## config.mk

```make
export PLATFORM = sky130hd
export DESIGN_NAME = adder_issue_ctrl
export DESIGN_NICKNAME = d
export VERILOG_FILES = /design/src/rtl/adder_issue_ctrl_pkg.sv /design/src/rtl/adder_issue_ctrl_ripple_carry.sv /design/src/rtl/adder_issue_ctrl.sv
export SDC_FILE = /design/constraint.sdc
export NUM_CORES = 1
export LEC_CHECK = 0
export BUFFER_PORTS_ARGS = -buffer_cell sky130_fd_sc_hd__buf_2
export CORE_MARGIN = 2
export CORE_UTILIZATION = 40
export CTS_BUF_LIST = sky130_fd_sc_hd__clkbuf_16
export DETAILED_ROUTE_END_ITERATION = 10
export SLEW_MARGIN = 5
export SYNTH_ARGS = -nofsm -noshare
export SYNTH_HDL_FRONTEND = slang
export SYNTH_HIERARCHICAL = 1
export SYNTH_SLANG_ARGS = --single-unit
```

## constraint.sdc

```tcl
create_clock -name Clk_i -period 16.6 [get_ports Clk_i]
set_input_delay 1.66 -clock Clk_i [delete_from_list [all_inputs] [get_ports Clk_i]]
set_output_delay 1.66 -clock Clk_i [all_outputs]
set_load 0.03 [all_outputs]
```

## src/rtl/adder_issue_ctrl_pkg.sv

```systemverilog
// Shared types and constants for the adder_issue_ctrl block: FSM state
// encoding, settle-cycle limits and the settle-counter load helper.
package adder_issue_ctrl_pkg;

  typedef enum logic [1:0] {
    IDLE   = 2'b00,
    SETTLE = 2'b01,
    DONE   = 2'b10
  } state_e;

  localparam int SETTLE_CYCLES_DEF = 4;
  localparam int SETTLE_CYCLES_MAX = 15;
  localparam int CNT_W             = 4;

  // Out-of-range settle values are clamped so the 4-bit counter never wraps.
  function automatic logic [CNT_W-1:0] settle_load(input int cycles);
    int c;
    c = (cycles < 1) ? 1 : ((cycles > SETTLE_CYCLES_MAX) ? SETTLE_CYCLES_MAX : cycles);
    return CNT_W'(c - 1);
  endfunction

endpackage

```

## src/rtl/adder_issue_ctrl_ripple_carry.sv

```systemverilog
// Team ripple-carry adder: purely combinational WIDTH-bit sum with carry-in
// and carry-out; timing is absorbed by the caller's settle window.
module ripple_carry #(
  parameter int WIDTH = 32
) (
  input  logic [WIDTH-1:0] a_i,
  input  logic [WIDTH-1:0] b_i,
  input  logic             carry_i,
  output logic [WIDTH-1:0] sum_o,
  output logic             carry_o
);

  logic c;

  always_comb begin
    c     = carry_i;
    sum_o = '0;
    for (int i = 0; i < WIDTH; i++) begin
      sum_o[i] = a_i[i] ^ b_i[i] ^ c;
      c        = (a_i[i] & b_i[i]) | (c & (a_i[i] ^ b_i[i]));
    end
    carry_o = c;
  end

endmodule

```

## src/rtl/adder_issue_ctrl.sv

```systemverilog
// Valid/ready wrapper around a ripple-carry adder: latches operands, waits
// SETTLE_CYCLES edges, then presents a held result. Optional Zero_o/Overflow_o
// flags are built when ADDER_ISSUE_CTRL_FLAGS_EN is defined.
module adder_issue_ctrl
  import adder_issue_ctrl_pkg::*;
#(
  parameter int WIDTH         = 32,
  parameter int SETTLE_CYCLES = SETTLE_CYCLES_DEF
) (
  input  logic             Clk_i,
  input  logic             Rst_ni,
  input  logic [WIDTH-1:0] Number1_i,
  input  logic [WIDTH-1:0] Number2_i,
  input  logic             Carry_i,
  input  logic             Valid_i,
  output logic             Ready_o,
  output logic [WIDTH-1:0] Result_o,
  output logic             Carry_o,
  output logic             Valid_o,
  input  logic             Ready_i,
  output logic             Busy_o
`ifdef ADDER_ISSUE_CTRL_FLAGS_EN
  ,
  output logic             Zero_o,
  output logic             Overflow_o
`endif
);

  state_e           state_q, state_d;
  logic [CNT_W-1:0] cnt_q, cnt_d;
  logic [WIDTH-1:0] op_a_q, op_a_d;
  logic [WIDTH-1:0] op_b_q, op_b_d;
  logic             op_c_q, op_c_d;
  logic [WIDTH-1:0] result_q, result_d;
  logic             carry_q, carry_d;
  logic             valid_q, valid_d;
  logic [WIDTH-1:0] sum;
  logic             sum_carry;
`ifdef ADDER_ISSUE_CTRL_FLAGS_EN
  logic             zero_q, zero_d;
  logic             ovf_q, ovf_d;
`endif

  // The adder only ever sees the latched operands, never the live inputs.
  ripple_carry #(
    .WIDTH(WIDTH)
  ) u_adder (
    .a_i     (op_a_q),
    .b_i     (op_b_q),
    .carry_i (op_c_q),
    .sum_o   (sum),
    .carry_o (sum_carry)
  );

  always_comb begin
    // NOTE: every next-state signal gets its hold value first so no path
    // through the case leaves one unassigned, which would infer a latch.
    state_d  = state_q;
    cnt_d    = cnt_q;
    op_a_d   = op_a_q;
    op_b_d   = op_b_q;
    op_c_d   = op_c_q;
    result_d = result_q;
    carry_d  = carry_q;
    valid_d  = valid_q;
`ifdef ADDER_ISSUE_CTRL_FLAGS_EN
    zero_d   = zero_q;
    ovf_d    = ovf_q;
`endif
    case (state_q)
      IDLE: begin
        if (Valid_i) begin
          op_a_d  = Number1_i;
          op_b_d  = Number2_i;
          op_c_d  = Carry_i;
          cnt_d   = settle_load(SETTLE_CYCLES);
          state_d = SETTLE;
        end
      end
      SETTLE: begin
        if (cnt_q == '0) begin
          result_d = sum;
          carry_d  = sum_carry;
          valid_d  = 1'b1;
          state_d  = DONE;
`ifdef ADDER_ISSUE_CTRL_FLAGS_EN
          zero_d   = (sum == '0);
          ovf_d    = (op_a_q[WIDTH-1] == op_b_q[WIDTH-1]) && (sum[WIDTH-1] != op_a_q[WIDTH-1]);
`endif
        end else begin
          cnt_d = cnt_q - 1'b1;
        end
      end
      DONE: begin
        if (Ready_i) begin
          valid_d = 1'b0;
          state_d = IDLE;
        end
      end
      default: state_d = IDLE;
    endcase
  end

  // NOTE: state registers use non-blocking assignments so every flop samples
  // pre-edge values regardless of process evaluation order.
  always_ff @(posedge Clk_i or negedge Rst_ni) begin
    if (!Rst_ni) begin
      state_q  <= IDLE;
      cnt_q    <= '0;
      op_a_q   <= '0;
      op_b_q   <= '0;
      op_c_q   <= 1'b0;
      result_q <= '0;
      carry_q  <= 1'b0;
      valid_q  <= 1'b0;
`ifdef ADDER_ISSUE_CTRL_FLAGS_EN
      zero_q   <= 1'b0;
      ovf_q    <= 1'b0;
`endif
    end else begin
      state_q  <= state_d;
      cnt_q    <= cnt_d;
      op_a_q   <= op_a_d;
      op_b_q   <= op_b_d;
      op_c_q   <= op_c_d;
      result_q <= result_d;
      carry_q  <= carry_d;
      valid_q  <= valid_d;
`ifdef ADDER_ISSUE_CTRL_FLAGS_EN
      zero_q   <= zero_d;
      ovf_q    <= ovf_d;
`endif
    end
  end

  assign Ready_o  = (state_q == IDLE);
  assign Busy_o   = (state_q != IDLE);
  assign Result_o = result_q;
  assign Carry_o  = carry_q;
  assign Valid_o  = valid_q;
`ifdef ADDER_ISSUE_CTRL_FLAGS_EN
  assign Zero_o     = zero_q;
  assign Overflow_o = ovf_q;
`endif

endmodule
```

# Yosys cells after proc, flatten, opt, wreduce, memory -nomap -nowiden
# Cells that the tools add are included.
# word_totals
elab_cells	195
input_bits	69
out_inout_bits	36
ff_bits	105
# classes
bitwise_logic	160
addsub	1
n_eq_ne	6
n_reduce_logical	10
muxes	10
# ops
operator	count
$and 1x1->1	64
$xor 1x1->1	64
$or 1x1->1	32
$reduce_and 3->1	3
$mux 4	2
$ne 2x2->1 const B	4
$pmux 4 s2	1
$mux 2	3
$pmux 2 s3	1
$reduce_bool 2->1	3
$logic_not 4->1	1
$reduce_and 2->1	2
$sub 4x1->4 const B	1
$eq 2x1->1 const B	1
$eq 2x2->1 const B	1
$logic_not 2->1	1
$mux 1	2
$pmux 1 s2	1

# Longest topological paths before layout
# Gate-level depths: netlist of the first run.
# depth
word_depth	65
mapped_depth	37
ltp_nobuf	37

# Modules after synthesis
# Netlist of the first run, hierarchy kept.
# modules_own_cells
module	cells_per_inst	n_inst	area_each_um2
adder_issue_ctrl	249	1	4065.1
ripple_carry	42	1	678.2

# Least setup slack after synthesis of the first run
# OpenSTA, ideal clock, no wires.
# synth_timing
path_kind	flip-flop to flip-flop
start	reg op_a_q[0]
end	reg result_q[31] (netlist: Result_o[31])
n_path_buf	0
period_less_slack_ps	12708
slack_ps	3892
setup_ps	65
stages_incl_launch_ff	38
arrival_ps	12643
cell_sequence	dfrtp_1 > fa_1 > fa_1 > fa_1 > fa_1 > fa_1 > fa_1 > fa_1 > fa_1 > fa_1 > fa_1 > fa_1 > fa_1 > fa_1 > fa_1 > fa_1 > fa_1 > inv_1 > [2 not listed] > fa_1 > fa_1 > fa_1 > fa_1 > fa_1 > fa_1 > fa_1 > fa_1 > fa_1 > fa_1 > fa_1 > fa_1 > fa_1 > fa_1 > inv_1 > fa_1 > inv_1 > mux2_2
# synth_between
elab_chain_cells	64
word_cells_on_any_way	65
classes_between	bitwise: 65
# synth_rtl
element	line_no	text
start, declared	adder_issue_ctrl.sv:31	logic [WIDTH-1:0] op_a_q, op_a_d;
start signal, assigned	adder_issue_ctrl.sv:123	op_a_q <= op_a_d;
$xor 1x1->1	adder_issue_ctrl_ripple_carry.sv:20	c = (a_i[i] & b_i[i]) | (c & (a_i[i] ^ b_i[i]));
$and 1x1->1	adder_issue_ctrl_ripple_carry.sv:20	
$or 1x1->1 (*)	adder_issue_ctrl_ripple_carry.sv:20	
$and 1x1->1 (*)	adder_issue_ctrl_ripple_carry.sv:20	
$or 1x1->1 (*)	adder_issue_ctrl_ripple_carry.sv:20	
$and 1x1->1 (*)	adder_issue_ctrl_ripple_carry.sv:20	
$or 1x1->1 (*)	adder_issue_ctrl_ripple_carry.sv:20	
$and 1x1->1 (*)	adder_issue_ctrl_ripple_carry.sv:20	
[49 not listed]	-	
$and 1x1->1 (*)	adder_issue_ctrl_ripple_carry.sv:20	
$or 1x1->1 (*)	adder_issue_ctrl_ripple_carry.sv:20	
$and 1x1->1 (*)	adder_issue_ctrl_ripple_carry.sv:20	
$or 1x1->1 (*)	adder_issue_ctrl_ripple_carry.sv:20	
$and 1x1->1 (*)	adder_issue_ctrl_ripple_carry.sv:20	
$or 1x1->1 (*)	adder_issue_ctrl_ripple_carry.sv:20	
$xor 1x1->1 (*)	adder_issue_ctrl_ripple_carry.sv:19	sum_o[i] = a_i[i] ^ b_i[i] ^ c;
net sum[31]	adder_issue_ctrl.sv:37	logic [WIDTH-1:0] sum;
end signal, assigned	adder_issue_ctrl.sv:126	result_q <= result_d;
end, declared	adder_issue_ctrl.sv:34	logic [WIDTH-1:0] result_q, result_d;
# The timed path passes the listed nets; every way through them passes the cells marked *.
# A chain may end at the register's enable or synchronous reset.

# Worst setup path after layout of the first run
# Same ends and word-level chain as after synthesis.

==> results_dict.tcl, run 1 <==
set metrics [dict create \
    status "complete, but fails checks" \
    failed_checks "design-rule violations" \
    antenna_found_initial 1 \
    finalClockSkew_ns 0.007306 \
    synth_area_um2 4743 \
    numPortBuffers 104 \
    ys_warn_count 6 \
    maxCapViolations 0 \
    io-pin-count 105 \
    worstPathArrival_ns 13.53 \
    ys_ff_latch 105 \
    drt_pass1_iterations 6 \
    dp_hpwl_um 5988 \
    row_count 39 \
    finalCriticalPeriod_ns 13.25 \
    synth_edf_count 0 \
    setup-tns-final_ns 0 \
    critPathMaxFanout 2 \
    dr_total_vias 2609 \
    grt_use_total 0.1438 \
    path_common_cell "fa_1" \
    ys_types 29 \
    timing.hold.ws_ns 0.4858 \
    via_per_inst 4.805 \
    dieArea_um2 12750 \
    areaGrowthSynthToFinish_pct 19.28 \
    power_density_nw_per_um2 218.5 \
    drtAntennaViolNets 0 \
    grt_max_degree 67 \
    stdcell_area_um2 5658 \
    yosys_most_used_dff "dfrtp_1" \
    setup_violations 0 \
    cts_made_buffers 9 \
    criticalPathCategory "register to register" \
    htreeDepth 3 \
    synth_area_leaders "dfrtp_1 (55%), mux2_2 (23%), fa_1 (14%), buf_6 (1.7%), inv_1 (1.1%)" \
    fill_cells 1030 \
    drt-total-wl_um 8421 \
    grt_pass1_vias 2775 \
    final.period_utilization 0.7981 \
    preCtsSetupSlack_ns 3.337 \
    multiInputGateArea_um2 1961 \
    final_cells 543 \
    syn_inst 291 \
    tritoncts "done" \
    tightest_slew_ns 0.8993 \
    total_power_mw 1.236 \
    path_clk_slew_ns 0.07 \
    final_max_slew_viol_count 0 \
    grt.overflow.total 0 \
    post_cts.repair.setup_buffers 0 \
    ir_worst_vdd_uv 114.9 \
    die_width_um 112.9 \
    cts-root-buf "clkbuf_16" \
    ys_seq_area_frac 0.5539 \
    grt_pass1_wl_um 14100 \
    cts_resized 0 \
    gp_congestion 0.7361 \
    nets 498 \
    synthArstFlopShare 1.000 \
    start_kind "register" \
    drt-initial-drc-count 147 \
    critPathCaptureType "register" \
    dpl_cell_area_um2 5358 \
    crit_path_top_delay_cell "fa_1" \
    syn_nets 393 \
    synth_top_area_cell "dfrtp_1" \
    hp-class "register to register" \
    timing.slew.headroom 0.4005 \
    start_util 0.4119 \
    avgSynthCellArea_um2 16.30 \
    max_freq_mhz 75.48 \
    synth_most_common_cell "dfrtp_1" \
    p_leak_nw 2.602 \
    cts_buffer_depth 2 \
    synth_top_area_share 0.5539 \
    utilization 0.4913 \
    setup_ws_ns 3.351 \
    crit_required_ns 16.88 \
    placeableCoreArea_um2 11520 \
    clock_sinks 105 \
    cpPeakStageDelay_ns 0.44 \
    synthTopCellsByCount "dfrtp_1 (105), mux2_2 (97), fa_1 (32)" \
    clkLatencyLatePin_ns 0.34 \
    die_height_um 112.9 \
    routedWlPerCell_um 15.51 \
    dp_cells 528 \
    rsz0062_at_grt "no" \
    regArea_um2 2628 \
    cts_hold_buf 0 \
    finalHoldViolCount 0 \
    route.detailed.drc 10 \
    diodes 0 \
    drive_gt1_frac 0.5475 \
]
[layout by cell type (no fill, tap or decap), drive strengths merged]
cell    Yosys  routed
buf        11     106
dfrtp     105     105
mux2       99      99
fa         32      32
inv        14      15
clkbuf      1       9
o21ai       3       3
clkinv      0       3
nand2       2       2
nor2        2       2
nand2b      2       2
o22ai       2       2
a31oi       2       2
a21o        2       2
nor3        2       2
bufinv      0       2
nor3b       2       2
or2         1       1
and2        1       1
or3b        1       1
nor4bb      1       1
nor2b       1       1
o21bai      1       1
o21ba       1       1
a21oi       1       1
a22o        1       1
ha          1       1
[registers in the layout (all words and copies together), names as in the netlist]
signal    flops
Carry_o       1
Result_o     32
Valid_o       1
cnt_q         4
op_a_q       32
op_b_q       32
op_c_q        1
state_q       2
[path summary, 6_finish.rpt]
| path | start | to | slack [ns] | cells past startpoint |
|---|---|---|---|---|
| min in group asynchronous | Rst_ni | op_b_q[27]$_DFFE_PN0P_ | 1.35 | 1 |
| hold / removal | Result_o[26]$_DFFE_PN0P_ | Result_o[26]$_DFFE_PN0P_ | 0.49 | 1 |
| max in group asynchronous | Rst_ni | Result_o[12]$_DFFE_PN0P_ | 14.12 | 2 |
| setup / recovery | op_a_q[0]$_DFFE_PN0P_ | Result_o[31]$_DFFE_PN0P_ | 3.35 | 37 |
| hold reg to reg | Result_o[26]$_DFFE_PN0P_ | Result_o[26]$_DFFE_PN0P_ | 0.49 | 1 |
| setup reg to reg | op_a_q[0]$_DFFE_PN0P_ | Result_o[31]$_DFFE_PN0P_ | 3.35 | 37 |
[area by class of cell]
cell class | count | area share
clock buffer | 9 | 0.03981
sequential | 105 | 0.4644
multi-input combinational | 160 | 0.3465
inverter | 14 | 0.009288
timing repair buffer | 106 | 0.09509
clock inverter | 6 | 0.01327
tap | 143 | 0.03162
[logic make-up after synthesis]
| group | after synthesis | synth area share |
|---|---|---|
| flops | 105 | 0.5539 |
| compound gates | 13 | 0.01820 |
| mux | 99 | 0.2350 |
| buf+inv | 26 | 0.03324 |
| simple gates | 15 | 0.02190 |
| fa+ha+maj | 33 | 0.1377 |
[power by group]
group          total, mW  internal (mW)  switching (mW)
registers          0.484          0.387          0.0968
clock network      0.217          0.129          0.0878
logic              0.535          0.265           0.270
total               1.24          0.782           0.455
[per-layer routing]
layer | up-vias | global-route usage | share of wire
li1 | 1194 | - | -
met1 | 1339 | 0.1846 | 0.42
met2 | 68 | 0.2253 | 0.48
met3 | 8 | 0.06106 | 0.081
met4 | 0 | 0.04146 | 0.013
met5 | - | 0 | 0
[worst max-delay path: cells and delay by family, from the launching register on]
kind                     cells  cell delay, ns
buffers and inverters        4            0.26
multiplexers                 1            0.13
adder cells (fa/ha/maj)     32           12.40
flip-flops                   1            0.39
(Power assumes the default switching activity.)
==> run 2: changes to the inputs <==
- ABC_AREA: unset -> 1
- clock period: 16.6 -> 13.18 ns (I/O delays scaled with it)
==> results_dict.tcl, run 2 <==
set metrics [dict create \
    status "complete, no violations" \
    grt_max_degree 69 \
    post_cts.repair.setup_buffers 0 \
    drive_gt1_frac 0.2289 \
    antenna_found_initial 0 \
    htreeDepth 3 \
    synth_most_common_cell "nand2_1" \
    critPathMaxFanout 2 \
    timing.slew.headroom 0.3071 \
    synth_edf_count 0 \
    final_cell_mix "nand2_1 (243), dfrtp_1 (105), buf_2 (103)" \
    crit_path_top_delay_cell "fa_1" \
    crit_family "adder cells" \
    setup-tns-final_ns 0 \
    start_util 0.4050 \
    p_leak_nw 3.192 \
    areaGrowthSynthToFinish_pct 18.34 \
    grt.overflow.total 0 \
    ys_warn_count 6 \
    dr_total_vias 3378 \
    syn_inst 501 \
    grt_pass1_wl_um 16600 \
    row_count 40 \
    holdPathStages 2 \
    grt_pass1_vias 3506 \
    synth_area_leaders "dfrtp_1 (55%), nand2_1 (19%), fa_1 (13%), inv_1 (3.8%), buf_6 (1.6%)" \
    ys_types 21 \
    yosys_most_used_dff "dfrtp_1" \
    ys_ff_latch 105 \
    syn_nets 603 \
    final_common_cell "nand2_1" \
    dp_hpwl_um 6691 \
    finalHoldViolCount 0 \
    cts-root-buf "clkbuf_16" \
    setup_violations 0 \
    die_height_um 113.6 \
    clkLatencyLatePin_ns 0.35 \
    via_per_inst 4.504 \
    ir_worst_vdd_uv 112.1 \
    multiInputGateArea_um2 1856 \
    finalClockSkew_ns 0.005070 \
    path_clk_slew_ns 0.07 \
    drt-initial-drc-count 154 \
    final_max_slew_viol_count 0 \
    gp_congestion 0.7247 \
    drt_pass1_iterations 4 \
    ys_seq_area_frac 0.5470 \
    dieArea_um2 12900 \
    cts_made_buffers 9 \
    start_kind "register" \
    io-pin-count 105 \
    drtAntennaViolNets 0 \
    synthArstFlopShare 1.000 \
    routedWlPerCell_um 12.67 \
    final.period_utilization 0.9712 \
    synthTopCellsByCount "nand2_1 (243), dfrtp_1 (105), inv_1 (49)" \
    regArea_um2 2628 \
    synth_top_area_share 0.5470 \
    stdcell_area_um2 5684 \
    diodes 0 \
    fill_cells 1150 \
    tightest_slew_ns 1.038 \
    grt_use_total 0.1655 \
    route.detailed.drc 0 \
    clock_sinks 105 \
    crit_required_ns 13.45 \
    path_common_cell "fa_1" \
    rsz0062_at_grt "no" \
    drt-total-wl_um 9500 \
    worstPathArrival_ns 13.08 \
    synth_area_um2 4803 \
    cp.depth 38 \
    power_density_nw_per_um2 267.3 \
    criticalPathCategory "register to register" \
    cts_buffer_depth 2 \
    critPathCaptureType "register" \
    dpl_cell_area_um2 5381 \
    maxCapViolations 0 \
    finalCriticalPeriod_ns 12.80 \
    hp-class "register to register" \
    nets 700 \
    reg2reg_depth 38 \
    avgSynthCellArea_um2 9.588 \
    die_width_um 113.6 \
    cpPeakStageDelay_ns 0.44 \
    placeableCoreArea_um2 11860 \
    numPortBuffers 104 \
    tritoncts "done" \
    synth_top_area_cell "dfrtp_1" \
    worst-path-buf-inv 5 \
    max_freq_mhz 78.12 \
    cts_hold_buf 0 \
]
run 2: changes by cell type after synthesis, sizes merged, moves of 2 or more:
| cell | change |
|---|---|
| inv | +37 |
| nand2b | -2 |
| nor3 | -2 |
| nor3b | -2 |
| a31oi | -2 |
| nand3 | +4 |
| nand2 | +242 |
| clkbuf | +3 |
| mux2 | -99 |
| nor2 | +5 |
| o22ai | -2 |
| o21ai | +30 |
| buf | +6 |
| a21o | -2 |
run 2: routing by layer:
layer  share of wire  up-vias  track usage
met4           0.018        0      0.06341
met3           0.041       10      0.03560
met5               0        -            0
met2            0.48       66       0.2699
li1                -     1684            -
met1            0.46     1618       0.2189
run 2: path summary, 6_finish.rpt:
path / from / to / slack (ns)
max: op_a_q[0]$_DFFE_PN0P_ / Result_o[31]$_DFFE_PN0P_ / 0.38
min: op_b_q[31]$_DFFE_PN0P_ / op_b_q[31]$_DFFE_PN0P_ / 0.48
max reg2reg: op_a_q[0]$_DFFE_PN0P_ / Result_o[31]$_DFFE_PN0P_ / 0.38
min reg2reg: op_b_q[31]$_DFFE_PN0P_ / op_b_q[31]$_DFFE_PN0P_ / 0.48
max in group asynchronous: Rst_ni / op_b_q[13]$_DFFE_PN0P_ / 11.03
min in group asynchronous: Rst_ni / state_q[0]$_DFFE_PN0P_ / 1.03
run 2: area by class of cell:
type	count	share of cell area
tap	147	0.03236
clock inverter	7	0.009685
clock buffer	9	0.03962
inverter	51	0.03368
sequential	105	0.4622
multi-input combinational	324	0.3264
timing repair buffer	107	0.09597
run 2: where the power goes:
group	switching, mW	internal (mW)
clock network	0.113	0.144
registers	0.109	0.473
logic	0.430	0.250
run 2: stage by stage:
step	instances	setup WS [ns]	util	hold slack [ns]	power (mW)
after floorplan	501	0.4369	-	0.4488	1.092
after global placement	734	0.04202	0.4537	0.4602	1.247
after detailed placement	734	-0.06200	0.4537	0.4653	1.271
after CTS	750	0.01665	0.4777	0.4822	1.540
after global routing	750	0.01079	0.4792	0.5023	1.690
final	750	0.3791	0.4792	0.4793	1.519
run 2: logic make-up after synthesis:
kind of cell / share of synthesized area
compound gates: 0.04142
xor+xnor: 0.001824
fa+ha+maj: 0.1360
buf+inv: 0.07137
flops: 0.5470
simple gates: 0.2024
run 2: what timing repair did:
| action | CTS | global route |
|---|---|---|
| resized for setup | 2 | 7 |
| endpoints found under the setup margin | 1 | 2 |
| endpoints found under the hold margin | 0 | 0 |
| cloned | 0 | 0 |
run 2: worst min-delay path, delay by kind of cell, from the launching register on:
kind | cells | cell delay, ns
DFF | 1 | 0.34
and+or+nand+nor | 2 | 0.10
==> run 3: changes to the inputs <==
==> constraint.sdc (replaced) <==
create_clock -name Clk_i -period 11.7 [get_ports Clk_i]
set_input_delay 1.17 -clock Clk_i [delete_from_list [all_inputs] [get_ports Clk_i]]
set_output_delay 1.17 -clock Clk_i [all_outputs]
set_load 0.05 [all_outputs]
==> results_dict.tcl, run 3 (synthesis results as in run 2) <==
set metrics [dict create \
    grt_use_total 0.1577 \
    p_leak_nw 3.137 \
    dr_total_vias 3378 \
    drtAntennaViolNets 0 \
    rr_startpoint "op_a_q[0]$_DFFE_PN0P_" \
    clock_sinks 105 \
    final_common_cell "nand2_1" \
    placeableCoreArea_um2 11860 \
    grt_max_degree 69 \
    start_util 0.4050 \
    dp_hpwl_um 6659 \
    die_height_um 113.6 \
    setup_ws_ns -0.1814 \
    finalHoldViolCount 0 \
    maxCapViolations 0 \
    gp_congestion 0.7274 \
    total_power_mw 1.782 \
    row_count 40 \
    dp_cells 734 \
    areaGrowthSynthToFinish_pct 18.86 \
    final_cells 749 \
    critPathMaxFanout 2 \
    status "complete, but fails checks" \
    io-pin-count 105 \
    startpoint "op_a_q[0]$_DFFE_PN0P_" \
    nets 700 \
    timing.slew.headroom 0.2903 \
    die_width_um 113.6 \
    drt_pass1_iterations 4 \
    dieArea_um2 12900 \
    diodes 0 \
    worstHoldStart "op_a_q[31]$_DFFE_PN0P_" \
    antenna_found_initial 0 \
    rsz0062_at_grt "yes" \
    routedWlPerCell_um 12.46 \
    path_clk_slew_ns 0.07 \
    cts_made_buffers 9 \
    drt-total-wl_um 9334 \
    power_density_nw_per_um2 312.2 \
    drive_gt1_frac 0.2674 \
    finalCriticalPeriod_ns 11.88 \
    path_common_cell "fa_2" \
    finalClockSkew_ns 0.007986 \
    grt_pass1_vias 3598 \
    crit_path_top_delay_cell "dfrtp_1" \
    timing.hold.ws_ns 0.4768 \
    start_kind "register" \
    via_per_inst 4.510 \
    cts-root-buf "clkbuf_16" \
    stdcell_area_um2 5709 \
    route.detailed.drc 0 \
    ir_worst_vdd_uv 158.2 \
    setup_violations 1 \
    grt_pass1_wl_um 16060 \
    clkLatencyLatePin_ns 0.34 \
    grt.overflow.total 0 \
    final_cell_mix "nand2_1 (243), dfrtp_1 (105), buf_2 (103)" \
    cts_buffer_depth 2 \
    numPortBuffers 104 \
    preCtsSetupSlack_ns -0.3662 \
    final_max_slew_viol_count 0 \
    hp-class "register to register" \
    critPathCaptureType "register" \
    worstPathArrival_ns 12.13 \
    tightest_slew_ns 1.063 \
    dpl_cell_area_um2 5446 \
    criticalPathCategory "register to register" \
    max_freq_mhz 84.16 \
    htreeDepth 3 \
    drt-initial-drc-count 142 \
    failed_checks "negative setup slack" \
    final.period_utilization 1.016 \
    cpPeakStageDelay_ns 0.40 \
    crit_required_ns 11.95 \
    tritoncts "done" \
]
[run 3: cell count changes in the layout (fill, tap and decap cells not counted), sizes merged]
cell	previous run	this run
clkinv	3	4
clkinvlp	0	1
inv	54	52
bufinv	1	0
[run 3: layout make-up]
class,instances,area [um^2]
Clock buffer,9,225.2
Clock inverter,6,27.53
Fill cell,1134,6152
Inverter,51,191.4
Multi-Input combinational cell,324,1908
Sequential cell,105,2628
Tap cell,147,183.9
Timing Repair Buffer,107,545.5
[run 3: worst paths after layout]
kind                                             to  slack [ns]  cells past startpoint
max                        Result_o[31]$_DFFE_PN0P_       -0.18                     38
min                          op_a_q[31]$_DFFE_PN0P_        0.48                      2
max reg2reg                Result_o[31]$_DFFE_PN0P_       -0.18                     38
min reg2reg                  op_a_q[31]$_DFFE_PN0P_        0.48                      2
max in group asynchronous    op_b_q[12]$_DFFE_PN0P_        9.70                      2
min in group asynchronous       Valid_o$_DFFE_PN0P_        0.87                      1
[run 3: report_power, final]
part           internal [mW]  switching [mW]
clock network          0.140           0.123
logic                  0.290           0.567
registers              0.533           0.129
[run 3: stage by stage]
stage / TNS [ns] / util
6_report: -0.1814 / 0.4813
5_1_grt: -0.7619 / 0.4813
4_1_cts: -0.2109 / 0.4813
3_5_place_dp: -0.4658 / 0.4592
3_3_place_gp: -0.3110 / 0.4592
2_1_floorplan: 0 / -
[run 3: timing repair]
item / 4_1_cts / 5_1_grt
hold buffers: 0 / 0
gates cloned: 0 / 0
endpoints found under the setup margin: 3 / 3
gates resized for setup: 6 / 1
buffers inserted: 0 / 0
[run 3: layer usage]
layer,wire (um),share of wire,vias to the layer above,GRT usage
met5,0,0,-,0
met4,194,0.021,0,0.06992
met3,285,0.031,15,0.02125
met2,4560,0.49,64,0.2762
met1,4293,0.46,1616,0.1962
li1,-,-,1683,-
[run 3: worst max-delay path: cells and delay by family, from the launching register on]
family	cells	cell delay, ns
flops	1	0.40
fa+ha+maj	32	10.98
compound gates	1	0.11
buf+inv	5	0.27
